## config.mk

```make
export PLATFORM = sky130hd
export DESIGN_NAME = uart_rx
export DESIGN_NICKNAME = d
export VERILOG_FILES = /design/src/rtl/uart_rx.sv
export SDC_FILE = /design/constraint.sdc
export NUM_CORES = 1
export LEC_CHECK = 0
export CELL_PAD_IN_SITES_DETAIL_PLACEMENT = 1
export CELL_PAD_IN_SITES_GLOBAL_PLACEMENT = 2
export CORE_MARGIN = 3
export CORE_UTILIZATION = 35
export CTS_BUF_LIST = sky130_fd_sc_hd__clkbuf_8
export DETAILED_ROUTE_END_ITERATION = 8
export PLACE_DENSITY = 0.76
export SLEW_MARGIN = 20
export SYNTH_ARGS = -nofsm -noshare
export SYNTH_HDL_FRONTEND = slang
export SYNTH_SLANG_ARGS = --single-unit
```

## constraint.sdc

```tcl
create_clock -name clk -period 5.5 [get_ports clk]
set_input_delay 1.1 -clock clk [delete_from_list [all_inputs] [get_ports clk]]
set_output_delay 1.1 -clock clk [all_outputs]
set_load 0.005 [all_outputs]
```

## src/rtl/uart_rx.sv

```systemverilog
`timescale 1ns/1ps
`default_nettype none
// ============================================================================
//  Module   : uart_rx
//  Brief    : 8N1 UART receiver with mid-bit sampling and a one-entry
//             valid/ready holding register; framing/overrun pulses.
//  Revision : 1.0  initial release
// ============================================================================
module uart_rx #(
    parameter int CLK_FREQ  = 100000000,
    parameter int BAUD_RATE = 1152000
) (
    input  logic       clk,
    input  logic       rst,
    input  logic       rx_i,
    output logic [7:0] data_o,
    output logic       valid_o,
    input  logic       ready_i,
    output logic       busy_o,
    output logic       frame_err_o,
    output logic       overrun_o
);

    localparam int BIT_PERIOD  = CLK_FREQ / BAUD_RATE;
    localparam int HALF_PERIOD = BIT_PERIOD / 2;

    localparam logic [15:0] c_BIT_LAST  = 16'(BIT_PERIOD - 1);
    localparam logic [15:0] c_HALF_LAST = 16'(HALF_PERIOD - 1);

    localparam logic [2:0] c_IDLE      = 3'd0;
    localparam logic [2:0] c_START     = 3'd1;
    localparam logic [2:0] c_DATA      = 3'd2;
    localparam logic [2:0] c_STOP      = 3'd3;
    localparam logic [2:0] c_FINISH    = 3'd4;
    localparam logic [2:0] c_WAIT_HIGH = 3'd5;

    logic        r_sync1;
    logic        r_rx_s;
    logic        r_rx_q;
    logic [1:0]  r_warm;
    logic        r_armed;

    logic [2:0]  r_state;
    logic [15:0] r_clk_cnt;
    logic [2:0]  r_bit_cnt;
    logic [7:0]  r_shift;
    logic        r_stop_ok;
    logic [7:0]  r_data;
    logic        r_valid;
    logic        r_busy;
    logic        r_frame_err;
    logic        r_overrun;

    logic        w_start_edge;
    logic        w_accept;

    // r_armed only rises once a genuine high has passed the synchronizer, so a
    // line held low through reset never looks like a falling edge.
    always_ff @(posedge clk or posedge rst) begin
        if (rst) begin
            r_sync1 <= 1'b1;
            r_rx_s  <= 1'b1;
            r_rx_q  <= 1'b1;
            r_warm  <= 2'b00;
            r_armed <= 1'b0;
        end else begin
            r_sync1 <= rx_i;
            r_rx_s  <= r_sync1;
            r_rx_q  <= r_rx_s;
            r_warm  <= {r_warm[0], 1'b1};
            if (r_warm[1] && r_rx_s) begin
                r_armed <= 1'b1;
            end
        end
    end

    assign w_start_edge = r_armed && r_rx_q && !r_rx_s;
    assign w_accept     = r_valid && ready_i;

    always_ff @(posedge clk or posedge rst) begin
        if (rst) begin
            r_state     <= c_IDLE;
            r_clk_cnt   <= 16'd0;
            r_bit_cnt   <= 3'd0;
            r_shift     <= 8'd0;
            r_stop_ok   <= 1'b0;
            r_data      <= 8'd0;
            r_valid     <= 1'b0;
            r_busy      <= 1'b0;
            r_frame_err <= 1'b0;
            r_overrun   <= 1'b0;
        end else begin
            r_frame_err <= 1'b0;
            r_overrun   <= 1'b0;
            if (w_accept) begin
                r_valid <= 1'b0;
            end

            case (r_state)
                c_IDLE: begin
                    if (w_start_edge) begin
                        r_state   <= c_START;
                        r_clk_cnt <= 16'd0;
                        r_busy    <= 1'b1;
                    end
                end

                c_START: begin
                    if (r_clk_cnt == c_HALF_LAST) begin
                        if (r_rx_s) begin
                            r_state <= c_IDLE;
                            r_busy  <= 1'b0;
                        end else begin
                            r_state   <= c_DATA;
                            r_clk_cnt <= 16'd0;
                            r_bit_cnt <= 3'd0;
                        end
                    end else begin
                        r_clk_cnt <= r_clk_cnt + 16'd1;
                    end
                end

                c_DATA: begin
                    if (r_clk_cnt == c_BIT_LAST) begin
                        r_clk_cnt          <= 16'd0;
                        r_shift[r_bit_cnt] <= r_rx_s;
                        if (r_bit_cnt == 3'd7) begin
                            r_state <= c_STOP;
                        end else begin
                            r_bit_cnt <= r_bit_cnt + 3'd1;
                        end
                    end else begin
                        r_clk_cnt <= r_clk_cnt + 16'd1;
                    end
                end

                c_STOP: begin
                    if (r_clk_cnt == c_BIT_LAST) begin
                        r_clk_cnt <= 16'd0;
                        r_stop_ok <= r_rx_s;
                        r_state   <= c_FINISH;
                    end else begin
                        r_clk_cnt <= r_clk_cnt + 16'd1;
                    end
                end

                // One cycle after the stop sample: commit the byte or flag it.
                // A same-cycle accept frees the holding register for the new byte.
                c_FINISH: begin
                    if (r_stop_ok) begin
                        r_state <= c_IDLE;
                        r_busy  <= 1'b0;
                        if (!r_valid || ready_i) begin
                            r_data  <= r_shift;
                            r_valid <= 1'b1;
                        end else begin
                            r_overrun <= 1'b1;
                        end
                    end else begin
                        r_frame_err <= 1'b1;
                        r_state     <= c_WAIT_HIGH;
                    end
                end

                c_WAIT_HIGH: begin
                    if (r_rx_s) begin
                        r_state <= c_IDLE;
                        r_busy  <= 1'b0;
                    end
                end

                default: begin
                    r_state   <= c_IDLE;
                    r_clk_cnt <= 16'd0;
                    r_busy    <= 1'b0;
                end
            endcase
        end
    end

    assign data_o      = r_data;
    assign valid_o     = r_valid;
    assign busy_o      = r_busy;
    assign frame_err_o = r_frame_err;
    assign overrun_o   = r_overrun;

endmodule
`default_nettype wire

```

==> qor.yml <==
finish:
  diodes: 0
  drive_gt1_frac: 0.172
  seqCellArea_mm2: 0.00123
  nets: 240
  synthToLayoutAreaGrowth_pct: 11.8
  final_core_util: 0.418
  n_fill_cell: 750
  multi_input_area_mm2: 0.00115
run_status:
  status: "finished, final reports clean"
power_and_ir_drop:
  p_leak_nw: 1.29
  powerDensity_mw_per_mm2: 245
  peakVddDrop_mv: 0.174
sta:
  final.period_utilization: 0.517
  final-hold-violation-count: 0
  fmax_mhz: 352
  min_period_ns: 2.84
  grt_setup_unrepaired: "no"
  worst_slew_pin_slew_ns: 0.838
  slew_viol_final: 0
  setup_tns_ns: 0
  slew_headroom: 0.441
  setup_violations: 0
  fin_skew_ns: 0.00835
clocking:
  clk_pin_slew_ns: 0.10
  cts_tree: "yes"
  cts_made_buffers: 5
  post_cts_buffers: 0
  clk_latency_ns: 0.31
  cts_buffer_depth: 2
  root_buffer: "clkbuf_8"
  cts.hold.buffers_added: 0
  clock_sinks: 49
  h-tree-depth: 2
  cts_resized: 0
route:
  dr.first_iter.drc_count: 103
  route.detailed.drc: 0
  routedWlPerCell_um: 15.6
  vias: 1748
  drt-total-wl_um: 5060
  ant_nets: 0
  drt-pass1-iter-count: 4
  post_drt_via_cell_ratio: 5.38
worst_setup_path:
  path_class: "reg2reg"
  cp.arrival_ns: 3.05
  end_kind: "register"
  reg2reg_depth: 7
  startpoint_type: "register"
  cp_max_fo: 14
  required_ns: 5.71
yosys:
  synth_cell_types: 53
  netlist_top_cells_area: "dfrtp_1, mux2_2, a211o_1"
  avgSynthCellArea_um2: 11.2
  synth_area_mm2: 0.00247
  synth_warnings: 0
  synth_edf_count: 0
  yosys.area.top_type: "dfrtp_1"
  postSynthCellCount: 221
  ys_seq_area_frac: 0.498
  synth_seq_cells: 49
  synth_fp_nets: 230
  synth_ff_type: "dfrtp_1"
  synth_top_area_frac: 0.466
  synthArstFlopShare: 1.00
worst_hold_path:
  hold_depth: 0
  hold_path_class: "reg2reg"
placed_design:
  place_congestion: 0.766
  hpwl_um: 3420
  port_buffers: 15
global_route:
  grt_pass1_vias: 1855
  antenna_found_initial: 0
  grt_max_degree: 50
  grt_use_total: 0.137
  grt_pass1_wl_um: 9140
  overflow: 0
job:
  maxCapViolCount: 0
floorplan:
  die_w_um: 90.0
  die-area_mm2: 0.00810
  core_mm2: 0.00660
  pin_count: 16
  initial_utilization: 0.374
  rows: 29
  die-height_um: 90.0
[path summary, 6_finish.rpt]
| kind | startpoint | to | slack (ns) |
|---|---|---|---|
| setup / recovery | r_clk_cnt[0] | r_clk_cnt[2] | 2.66 |
| hold / removal | r_warm[0] | r_warm[1] | 0.37 |
| setup reg to reg | r_clk_cnt[0] | r_clk_cnt[2] | 2.66 |
| hold reg to reg | r_warm[0] | r_warm[1] | 0.37 |
| max in group asynchronous | rst | r_clk_cnt[8] | 3.76 |
| min in group asynchronous | rst | data_o[7] | 1.24 |
[per-stage QoR]
| stage | setup WS [ns] | std cells | area, um2 | total power, mW | hold WS (ns) |
|---|---|---|---|---|---|
| after floorplan | 2.95 | 221 | 2470 | 0.436 | 0.331 |
| after global placement | 2.76 | 317 | 2660 | 0.452 | 0.331 |
| after detailed placement | 2.66 | 317 | 2660 | 0.453 | 0.349 |
| after CTS | 2.64 | 325 | 2760 | 0.689 | 0.369 |
| after global routing | 2.47 | 325 | 2760 | 0.714 | 0.383 |
| final | 2.66 | 325 | 2760 | 0.678 | 0.369 |
[state kept, by name, summed over array words and instances, names as in the netlist]
register / cells
r_stop_ok: 1
overrun_o: 1
r_clk_cnt: 16
r_bit_cnt: 3
r_rx_q: 1
r_warm: 2
r_state: 3
r_rx_s: 1
r_armed: 1
busy_o: 1
valid_o: 1
data_o: 8
frame_err_o: 1
r_shift: 8
r_sync1: 1
[critical path, stage by stage (launching register included)]
cell     delay (ns)
dfrtp_1        0.46
inv_1          0.09
ha_1           0.13
or4b_1         0.45
or4_4          0.49
a32oi_2        0.69
nor3b_1        0.14
a211o_1        0.30
[synthesized netlist by cell type, types with 4 or more instances]
library cell  number
dfrtp_1           46
mux2_2            17
ha_1               5
a211o_1           10
and3_1            11
inv_1              4
nand2b_1           6
nand3_1           10
nand2_1           11
a22o_1             4
o21ai_0            8
nor3_1            14
nor2_1             7
clkbuf_1           5
nor3b_1            4
[layout by cell type (no fill, tap or decap), types with 3 or more instances in the layout]
cell type	Yosys	final
and3_1	11	11
nand2b_1	6	6
inv_1	4	3
or4_4	3	3
mux2_2	17	17
ha_1	5	5
a21oi_1	3	3
dfstp_2	3	3
a211o_1	10	10
nor3b_1	4	4
clkbuf_8	0	5
a22o_1	4	4
nor3_1	14	14
nand3_1	10	10
nand3b_1	3	3
dfrtp_1	46	46
o21ai_0	8	8
nor2_1	7	7
nand2_1	11	11
clkdlybuf4s50_1	0	15
[layout make-up]
type | instances | area share
timing repair buffer | 15 | 0.0543
clock inverter | 3 | 0.0104
multi-input combinational | 156 | 0.417
sequential | 49 | 0.445
inverter | 4 | 0.00589
clock buffer | 5 | 0.0249
tap | 93 | 0.0421
[power breakdown]
part	switching (mW)	total [mW]	internal (mW)
Combinational	0.0343	0.0560	0.0217
Clock	0.138	0.233	0.0954
Sequential	0.0177	0.388	0.371
Total	0.190	0.678	0.488
[layer usage]
metal / vias to the layer above / global-route usage / share of wire
li1: 841 / - / -
met5: - / 0 / 0
met1: 882 / 0.197 / 0.51
met3: 2 / 0.0359 / 0.034
met4: 0 / 0.0344 / 0.0057
met2: 23 / 0.205 / 0.45
[cells by family after synthesis]
group / after synthesis / share of synthesized area
buffers and inverters: 16 / 0.0359
AND/OR/NAND/NOR: 92 / 0.229
AO/OA/AOI/OAI: 37 / 0.117
flip-flops: 49 / 0.498
multiplexers: 19 / 0.0866
adder cells (fa/ha/maj): 5 / 0.0253
XOR/XNOR: 2 / 0.00709
other: 1 / 0.00152
No activity file was read; power rests on OpenSTA's default activity.
